--- config.mk ---
export PLATFORM = sky130hd
export DESIGN_NAME = proc_run_controller
export DESIGN_NICKNAME = d
export VERILOG_FILES = /design/src/rtl/proc_run_controller_pkg.sv /design/src/rtl/proc_run_controller_sat_counter.sv /design/src/rtl/proc_run_controller.sv
export SDC_FILE = /design/constraint.sdc
export NUM_CORES = 1
export LEC_CHECK = 0
export CAP_MARGIN = 20
export CORE_ASPECT_RATIO = 1.4
export CORE_UTILIZATION = 55
export DETAILED_ROUTE_END_ITERATION = 8
export HOLD_SLACK_MARGIN = 0.08
export PLACE_DENSITY = 0.78
export SYNTH_ARGS = -nofsm -noshare
export SYNTH_HDL_FRONTEND = slang
export SYNTH_SLANG_ARGS = --single-unit
--- constraint.sdc ---
create_clock -name clk -period 3.1 [get_ports clk]
set_input_delay 0.62 -clock clk [delete_from_list [all_inputs] [get_ports clk]]
set_output_delay 0.62 -clock clk [all_outputs]
set_load 0.1 [all_outputs]
--- src/rtl/proc_run_controller_pkg.sv ---
// Shared types for the run sequencer: life-cycle states and fault reason codes.
package proc_run_controller_pkg;

    typedef enum logic [2:0] {
        IDLE,
        LOAD,
        RUN,
        MEM_WAIT,
        DONE,
        FAULT
    } run_state_t;

    typedef enum logic [1:0] {
        FC_NONE        = 2'b00,
        FC_ILLEGAL     = 2'b01,
        FC_WATCHDOG    = 2'b10,
        FC_MEM_TIMEOUT = 2'b11
    } fault_code_t;

endpackage

--- src/rtl/proc_run_controller_sat_counter.sv ---
// Up-counter with synchronous clear that sticks at all-ones instead of wrapping.
module sat_counter #(
    parameter int W = 8
) (
    input  logic         clk,
    input  logic         rst,
    input  logic         clr,
    input  logic         inc,
    output logic [W-1:0] count
);

    always_ff @(posedge clk) begin
        if (rst || clr) begin
            count <= '0;
        end else if (inc && (count != '1)) begin
            count <= count + W'(1);
        end
    end

endmodule

--- src/rtl/proc_run_controller.sv ---
// Run sequencer for the single-cycle core: load, run, memory stall, completion,
// fault, plus a run watchdog, a memory wait timeout and a retired-instruction count.
module proc_run_controller
    import proc_run_controller_pkg::*;
#(
    parameter int COUNT_W         = 32,
    parameter int WATCHDOG_CYCLES = 1000000,
    parameter int MEM_WAIT_MAX    = 16
) (
    input  logic               clk,
    input  logic               rst,
    input  logic               start,
    input  logic               abort,
    input  logic               load_req,
    input  logic               load_done,
    input  logic               cu_error,
    input  logic               cu_end_process,
    input  logic               cu_mem_read,
    input  logic               cu_mem_write,
    input  logic               mem_busy,
    output logic               cpu_enable,
    output logic               pc_enable,
    output logic               pc_clear,
    output logic               imem_load_sel,
    output logic               busy,
    output logic               done,
    output logic               fault,
    output logic [1:0]         fault_code,
    output logic [COUNT_W-1:0] instr_count
);

    localparam int WAIT_W = $clog2(MEM_WAIT_MAX + 1);

    run_state_t        state, state_n;
    fault_code_t       fault_q, fault_val;
    logic              fault_set;
    logic              prog_valid;
    logic [COUNT_W-1:0] wd_count;
    logic [WAIT_W-1:0]  wait_count;
    logic              mem_access, wd_expire, wait_expire, running;

    assign mem_access  = cu_mem_read | cu_mem_write;
    assign running     = (state == RUN) || (state == MEM_WAIT);
    assign wd_expire   = (wd_count == COUNT_W'(WATCHDOG_CYCLES - 1));
    assign wait_expire = (wait_count == WAIT_W'(MEM_WAIT_MAX - 1));

    always_ff @(posedge clk) begin
        if (rst) begin
            state      <= IDLE;
            fault_q    <= FC_NONE;
            prog_valid <= 1'b0;
        end else begin
            state <= state_n;
            if (abort || pc_clear) begin
                fault_q <= FC_NONE;
            end else if (fault_set) begin
                fault_q <= fault_val;
            end
            // Aborting a load leaves imem half-written, so the program is no longer trusted.
            if (state == LOAD) begin
                if (abort) begin
                    prog_valid <= 1'b0;
                end else if (load_done) begin
                    prog_valid <= 1'b1;
                end
            end
        end
    end

    always_comb begin
        state_n   = state;
        pc_enable = 1'b0;
        pc_clear  = 1'b0;
        fault_set = 1'b0;
        fault_val = FC_NONE;
        if (abort) begin
            state_n = IDLE;
        end else begin
            case (state)
                IDLE, DONE: begin
                    if (load_req) begin
                        state_n = LOAD;
                    end else if (start && prog_valid) begin
                        pc_clear = 1'b1;
                        state_n  = RUN;
                    end
                end
                LOAD: begin
                    if (load_done) state_n = IDLE;
                end
                RUN: begin
                    pc_enable = !(mem_access && mem_busy) && !cu_error && !cu_end_process && !wd_expire;
                    if (cu_error) begin
                        fault_set = 1'b1;
                        fault_val = FC_ILLEGAL;
                        state_n   = FAULT;
                    end else if (wd_expire) begin
                        fault_set = 1'b1;
                        fault_val = FC_WATCHDOG;
                        state_n   = FAULT;
                    end else if (cu_end_process) begin
                        state_n = DONE;
                    end else if (mem_access && mem_busy) begin
                        state_n = MEM_WAIT;
                    end
                end
                MEM_WAIT: begin
                    pc_enable = !mem_busy && !cu_error && !wd_expire;
                    if (cu_error) begin
                        fault_set = 1'b1;
                        fault_val = FC_ILLEGAL;
                        state_n   = FAULT;
                    end else if (wd_expire) begin
                        fault_set = 1'b1;
                        fault_val = FC_WATCHDOG;
                        state_n   = FAULT;
                    end else if (mem_busy && wait_expire) begin
                        fault_set = 1'b1;
                        fault_val = FC_MEM_TIMEOUT;
                        state_n   = FAULT;
                    end else if (!mem_busy) begin
                        state_n = RUN;
                    end
                end
                default: state_n = state;
            endcase
        end
    end

    sat_counter #(.W(COUNT_W)) u_instr_count (
        .clk(clk), .rst(rst), .clr(pc_clear), .inc(pc_enable), .count(instr_count)
    );

    sat_counter #(.W(COUNT_W)) u_watchdog (
        .clk(clk), .rst(rst), .clr(pc_clear), .inc(running && !abort), .count(wd_count)
    );

    // Counts stall cycles while heading into or staying in MEM_WAIT, zero otherwise.
    sat_counter #(.W(WAIT_W)) u_wait_count (
        .clk(clk), .rst(rst), .clr(state_n != MEM_WAIT), .inc(state_n == MEM_WAIT),
        .count(wait_count)
    );

    assign cpu_enable    = running && !abort;
    assign busy          = running;
    assign done          = (state == DONE);
    assign fault         = (state == FAULT);
    assign imem_load_sel = (state == LOAD);
    assign fault_code    = fault_q;

endmodule

# Word-level counts from Yosys, hierarchy flattened

Index checks and enable logic that the tools add are counted.

Add/subtract/negate cells: 3
Multiply operators: 0
Div/mod/pow operators: 0
Magnitude comparators: 0
Equality and inequality tests: 12
Shift operators: 0
Muxes and demuxes: 35
Bitwise logic cells: 1
Reductions and logical operators: 27

Operators with widths:

| kind                  | number |
|---|---|
| $add 32x1->32 const B | 2 |
| $ne 32x32->1 const B  | 2 |
| $mux 3                | 12 |
| $eq 32x20->1 const B  | 1 |
| $mux 1                | 13 |
| $logic_and 1x1->1     | 12 |
| $mux 2                | 6 |
| $pmux 3 s4            | 1 |
| $eq 3x2->1 const B    | 3 |
| $eq 3x3->1 const B    | 2 |
| $logic_not 1->1       | 6 |
| $add 5x1->5 const B   | 1 |
| $eq 5x4->1 const B    | 1 |
| $ne 5x5->1 const B    | 1 |
| $logic_or 1x1->1      | 4 |
| $pmux 1 s2            | 2 |
| $pmux 2 s2            | 1 |
| $reduce_or 2->1       | 2 |
| $eq 3x1->1 const B    | 1 |
| $logic_not 3->1       | 1 |
| $ne 3x2->1 const B    | 1 |
| $reduce_and 2->1      | 1 |
| $reduce_bool 2->1     | 1 |
| $or 1x1->1            | 1 |

Register bits after elaboration: 75
Latch bits: 0
RAM bits: 0
Memory bits (read-only): 0
Output and inout bits: 41
Memories: 0

# Longest topological paths before layout

Gate-level depths: netlist of the first run.

Depth after elaboration: 10
Depth in mapped cells: 8
Gate-level depth less buffers: 7

# Hierarchy

Synthesis of the first run repeated with hierarchy kept, for this count alone.

Cell total of the unflattened synthesis: 480
Area total of the unflattened synthesis: 4255.3 µm²

By module, submodules not included:

| module                       | times used | cells an instance | area an instance (µm²) | sequential area each (µm²) |
|---|---|---|---|---|
| sat_counter at u_watchdog    | 1          | 194               | 1722.9                 | 640.6 |
| sat_counter at u_instr_count | 1          | 189               | 1681.6                 | 640.6 |
| proc_run_controller          | 1          | 71                | 611.8                  | 120.1 |
| sat_counter at u_wait_count  | 1          | 26                | 239.0                  | 100.1 |

# Least setup slack after synthesis of the first run

No wires, ideal clock.

Path kind: register to output
From: register state[0]
To: output port imem_load_sel
Arrival time: 2.889 ns
Data required time: 2.480 ns
Slack: -0.409 ns
Cell stages (with the launch flop): 3
Path buffers: 1
Cell sequence: dfxtp_1 -> clkbuf_1 -> nor3b_1

Longest elaborated chain between the ends: 1

Ends and longest elaborated chain:

| item                   | RTL line                   | text |
|---|---|---|
| from (decl)            | proc_run_controller.sv:34  | `run_state_t state, state_n;` |
| from (signal assigned) | proc_run_controller.sv:53  | `state <= state_n;` |
| $eq 3x1->1             | proc_run_controller.sv:148 | `assign imem_load_sel = (state == LOAD);` |
| to (decl)              | proc_run_controller.sv:24  | `output logic imem_load_sel,` |

No other way between the ends.

# Worst setup path in the final report of the first run

From: input port abort
To: output port pc_enable

Longest elaborated chain between the ends: 1

Ends and longest elaborated chain:

| item        | RTL line                  | text |
|---|---|---|
| from (decl) | proc_run_controller.sv:13 | `input logic abort,` |
| $mux 1      | proc_run_controller.sv:76 | `if (abort) begin` |
| to (decl)   | proc_run_controller.sv:22 | `output logic pc_enable,` |

No other way between the ends.

==> results.cfg, run 1 <==
[timing]
slew_headroom_pct = 50.1
count_of_final_max_slew_check_failures = 0
final_critical_delay_including_setup_and_external_delays_ps = 2810
worst_slew_pin_slew_ps = 747
skew_ps = 4.66
layout_worst_path_cycle_share_pct = 90.5
maxClockFrequency_ghz = 0.356
final_hold_viol_count = 0
timing.setup.tns_ps = 0
finalSetupViolations = 0
unrepaired_setup_endpoints_after_global_routing = false

[synthesis]
seq_area_frac_synth_pct = 38.4
synth_cell_type_count = 48
async_reset_ff_share_pct = 0
synth_edf_count = 0
post_synth_inst_count = 476
synth.cell_area_um2 = 3910
syn_area_per_cell_um2 = 8.21
synth_nets = 492
postSynthRegisterBits = 75
synth_warnings = 0
synthFlopType = dfxtp_1

[clocking]
tritoncts = built
clock_tree.htree_level_count = 3
cts_hold_buffers_added = 0
cts_resized = 0
number_of_buffers_inserted_to_repair_setup_after_cts = 0
number_of_buffers_inserted_during_clock_tree_synthesis = 9
cts.path.max_buffers = 2
worstSkewPairLatency_ps = 360
clockRootBuffer = clkbuf_8
clock_sinks = 75
clk_pin_slew_ps = 70

[flow_run]
timing.max_cap.violations = 0

[routing]
dr_total_vias = 3547
drt-vias-per-instance = 5.63
wl_met1_um = 3970
detail-route-antenna-nets = 0
drt_drc_violations_left = 0
post_drt_wl_per_cell_um = 14.6
met2_length_um = 4760
drt_first_iter_violations = 233
topRoutingLayerUsed = met4
detailed_routing_iteration_count_for_the_pre_antenna_repair_pass = 4
wl_met3_um = 323
drt_wl_total_um = 9200

[setup_path]
reg2reg_from = state[1]$_SDFF_PP0_
r2r_cells = 6
worst_setup_path_startpoint = abort
timing.critical_path.from_type = input pin
worst-endpoint-required_ps = 2480
critical_path.reg2reg.endpoint = u_instr_count.count[26]$_SDFFE_PP0P_
timing.critical_path.cells = clkdlybuf4s50_1 -> or3b_4 -> clkinv_4 -> nand3_2 -> buf_4 -> nor2_2 -> buf_12
cell_with_the_largest_stage_delay_on_the_worst_path = clkdlybuf4s50_1
cp-endpoint = pc_enable
critical-path-max-stage-delay_ps = 450
rrSetupSlack_ps = 620
crit_fanout = 7
criticalPathCategory = input pin to primary output
critPathArrivalTime_ps = 2190
worstSetupEndpointType = primary output

[floorplan]
start_util_pct = 56.4
placementRows = 36
core-area_um2 = 6940
floorplan.io_pins = 52
die-width_um = 73.3
fp.dieArea_um2 = 7460
chipHeight_um = 102

[global_routing]
grt_usage_pct = 26.5
vias_in_the_first_global_route = 3280
largest_net_degree_at_the_start_of_global_routing = 31
remaining_global_route_overflow = 0
wire_length_of_the_first_global_routing_pass_um = 15100
initial_antenna_violation_count = 0

[cells_and_area]
layout.nets = 547
post_route_cells_drive_above_1_share_pct = 16.1
n_antenna_cell = 0
area.growth.synth_to_final_pct = 19.6
layout_common_cells = 75 x dfxtp_1, 68 x nor2_1, 49 x buf_4, 48 x xnor2_1
fillCellCount = 621
final_common_cell = dfxtp_1
stdcell_area_um2 = 4680
final_core_occ_pct = 67.4

[placed_design]
placedInstanceArea_um2 = 4500
dp_hpwl_um = 6730
finalWeightedCongestion = 0.901
portBuffers = 51

[worst_hold_path]
hold_path.class = flip-flop to flip-flop

[outcome]
status = finished, final reports clean

[pwr]
p_leak_nw = 1.57
power-per-cell-area_nw_per_um2 = 372
vdd.ir_drop.worst_uv = 280
power_mw = 1.74
[worst min-delay path by stage]
stage                                              endpoint  slack (ps)                               from  depth (start not counted)
final                            fault_code[0]$_SDFFE_PP0P_         490         fault_code[0]$_SDFFE_PP0P_                          2
after global placement           fault_code[0]$_SDFFE_PP0P_         470         fault_code[0]$_SDFFE_PP0P_                          2
after floorplan           u_watchdog.count[28]$_SDFFE_PP0P_         460  u_watchdog.count[28]$_SDFFE_PP0P_                          2
after CTS                        fault_code[0]$_SDFFE_PP0P_         490         fault_code[0]$_SDFFE_PP0P_                          2
after detailed placement         fault_code[0]$_SDFFE_PP0P_         470         fault_code[0]$_SDFFE_PP0P_                          2
after global routing             fault_code[0]$_SDFFE_PP0P_         510         fault_code[0]$_SDFFE_PP0P_                          2
[logic make-up after synthesis]
family | synth area share, %
and+or+nand+nor | 36.4
AOI/OAI and AO/OA | 6.94
buffers and inverters | 3.33
muxes | 1.02
adders and majority gates | 1.60
xor gates and xnor gates | 12.3
DFF | 38.4
[metrics by stage]
step,hold WS (ps),setup WS [ps],std cells
after floorplan,456,268,476
after global placement,472,188,615
after detailed placement,467,116,615
after CTS,488,288,630
after global routing,507,150,630
final,495,294,630
[cell type report]
class	instances	area, um2	share of cell area, %
Multi-Input combinational cell	370	2300	49.1
Sequential cell	75	1500	32.1
Timing Repair Buffer	62	528	11.3
Clock buffer	13	169	3.61
Tap cell	95	119	2.54
Inverter	13	53.8	1.15
Clock inverter	2	10.0	0.214
[where the power goes]
group          internal [mW]  switching (mW)
sequential             0.964         0.00253
clock                  0.350           0.358
combinational         0.0244          0.0392
[worst max-delay path, delay by kind of cell]
kind | cells | cell delay [ps]
buffers and inverters | 4 | 910
and+or+nand+nor | 3 | 650
[state kept, by name (all words and copies together) (netlist names)]
signal,cells
state,3
u_watchdog.count,32
u_instr_count.count,32
u_wait_count.count,5
fault_code,2
prog_valid,1
[cells in the mapped netlist, types with 2 or more instances]
cell type  count  area (um2)
and3_1        10        62.6
nand2_1       35         131
and2_1         4        25.0
nor4_1        22         138
nand3_1       26         130
nand4_1       15        93.8
xor2_1         7        61.3
and3b_1        2        17.5
nor3_1        35         175
inv_1         12        45.0
nor4b_1        5        43.8
dfxtp_1       75        1500
o31ai_1        3        22.5
mux2i_1        4        40.0
nor2b_1        5        31.3
or2_2          5        31.3
nor3b_1        7        52.6
or4_1          3        22.5
xnor2_1       48         420
o22ai_1        2        12.5
a21oi_1       13        65.1
o211ai_1       2        15.0
nor2_1        70         263
a211oi_1       2        15.0
and4_1         6        52.6
o21ai_0       11        55.1
or3_1          7        43.8
clkbuf_1      15        56.3
nor4_2         2        25.0
ha_1           5        62.6
[layer usage]
metal	vias to the layer above	global-route usage, %
li1	1800	-
met1	1664	31.2
met2	67	46.5
met3	16	5.47
met4	0	10.3
met5	-	0
Note: power is estimated with default switching activity, not from simulation.
==> run 2, diff against run 1 <==
CORE_ASPECT_RATIO = unset   (was 1.4)
CTS_CLUSTER_DIAMETER = 80   (was unset)
==> run 2 against run 1 <==
Worst hold slack improved by 21 ps; global-route usage fell by 1.2 points; combinational power fell by 1%; design area rose by 0.45%; total power rose by 3.0%; maximum frequency fell by 0.75%; flip-flop and latch count did not move; clock power rose by 7.5%; die area barely moved; core utilization rose by 1.3 points; critical path type unchanged; largest cell class unchanged; highest routed layer unchanged.
==> results.cfg, run 2 (synthesis results as in run 1) <==
[setup_path]
critical_path.reg2reg.endpoint = u_instr_count.count[12]$_SDFFE_PP0P_
criticalPathCategory = input pin to primary output
reg2reg_from = state[1]$_SDFF_PP0_
worst-endpoint-required_ps = 2480
r2r_cells = 6
worstSetupEndpointType = primary output
timing.critical_path.from_type = input pin
crit_fanout = 7
critPathArrivalTime_ps = 2210
rrSetupSlack_ps = 650

[timing]
count_of_final_max_slew_check_failures = 0
post-route-worst-setup-slack_ps = 273
maxClockFrequency_ghz = 0.354
skew_ps = 13.7
layout_worst_path_cycle_share_pct = 91.2
timing.setup.tns_ps = 0
final_hold_viol_count = 0
finalSetupViolations = 0
unrepaired_setup_endpoints_after_global_routing = false
worst_slew_pin_slew_ps = 883
final_critical_delay_including_setup_and_external_delays_ps = 2830
slew_headroom_pct = 40.7

[floorplan]
fp.dieArea_um2 = 7450
core-area_um2 = 6830
chipHeight_um = 86.3
placementRows = 30
start_util_pct = 57.2
floorplan.io_pins = 52
die-width_um = 86.3

[placed_design]
finalWeightedCongestion = 0.873
portBuffers = 51
dp_hpwl_um = 6460
place_ws_ps = 176
placedInstanceArea_um2 = 4500

[global_routing]
wire_length_of_the_first_global_routing_pass_um = 14900
remaining_global_route_overflow = 0
grt_usage_pct = 25.3
initial_antenna_violation_count = 0
vias_in_the_first_global_route = 3234
largest_net_degree_at_the_start_of_global_routing = 24

[pwr]
p_leak_nw = 1.58
vdd.ir_drop.worst_uv = 222
power-per-cell-area_nw_per_um2 = 381

[worst_hold_path]
worst_hold_path.num_cells = 2
holdPathEnd = u_watchdog.count[28]$_SDFFE_PP0P_
hold_path.class = flip-flop to flip-flop
hold_start = u_watchdog.count[28]$_SDFFE_PP0P_

[clocking]
cts_resized = 0
cts.path.max_buffers = 2
clk_pin_slew_ps = 80
cts_hold_buffers_added = 0
clock_tree.htree_level_count = 3
clockRootBuffer = clkbuf_8
tritoncts = built
number_of_buffers_inserted_during_clock_tree_synthesis = 9
worstSkewPairLatency_ps = 360
number_of_buffers_inserted_to_repair_setup_after_cts = 0
clock_sinks = 75

[cells_and_area]
fillCellCount = 580
biggestRegsByFlops = u_instr_count.count x32, u_watchdog.count x32, u_wait_count.count x5
area.growth.synth_to_final_pct = 20.2
layout_common_cells = 75 x dfxtp_1, 68 x nor2_1, 49 x buf_4, 48 x xnor2_1
post_route_cells_drive_above_1_share_pct = 16.4
n_antenna_cell = 0
final_common_cell = dfxtp_1
stdcell_area_um2 = 4700
layout.nets = 547

[flow_run]
timing.max_cap.violations = 0

[routing]
detailed_routing_iteration_count_for_the_pre_antenna_repair_pass = 6
dr_total_vias = 3555
drt_wl_total_um = 8870
post_drt_wl_per_cell_um = 14.0
drt_drc_violations_left = 0
drt-vias-per-instance = 5.63
detail-route-antenna-nets = 0
drt_first_iter_violations = 132

[outcome]
status = finished, final reports clean
run 2: routing by layer:
layer	global-route usage, %	part of all wire, %	up-vias
met3	4.67	4.6	13
met5	0	0	-
li1	-	-	1800
met4	8.64	1.4	0
met1	31.8	45	1657
met2	43.6	49	85
run 2: cell type report:
cell class / count / area (um2) / share of cell area, %
multi-input cells: 370 / 2300 / 48.9
clock inverters: 7 / 75.1 / 1.60
flip-flops and latches: 75 / 1500 / 32.0
clock buffers: 9 / 124 / 2.64
well taps: 96 / 120 / 2.56
repair buffers: 62 / 528 / 11.2
inverters: 13 / 53.8 / 1.15
run 2: critical path, stage by stage:
cell and delay [ps]:
clkdlybuf4s50_1 440, or3b_4 430, clkinv_4 110, nand3_2 80, buf_4 180, nor2_2 150
buf_12 190
run 2: how the worst max path moves through the flow:
stage / to / depth (start not counted) / startpoint
final: pc_enable / 7 / abort
after global placement: u_instr_count.count[26]$_SDFFE_PP0P_ / 7 / abort
after detailed placement: u_instr_count.count[18]$_SDFFE_PP0P_ / 7 / abort
after floorplan: pc_enable / 4 / abort
after global routing: pc_enable / 6 / u_watchdog.count[14]$_SDFFE_PP0P_
after CTS: pc_enable / 7 / abort
run 2: through the flow:
stage,power (mW),hold slack [ps],util (%),instances
6_report,1.79,516,68.8,632
3_3_place_gp,1.05,475,65.9,616
3_5_place_dp,1.05,504,65.9,616
2_1_floorplan,1.02,456,-,476
5_1_grt,1.84,546,68.8,632
4_1_cts,1.81,518,68.8,632
run 2: power breakdown:
group          switching (mW)  internal [mW]  total [mW]
clock                   0.384          0.377       0.761
combinational          0.0383         0.0244      0.0627
sequential            0.00247          0.964       0.966
total                   0.425           1.37        1.79
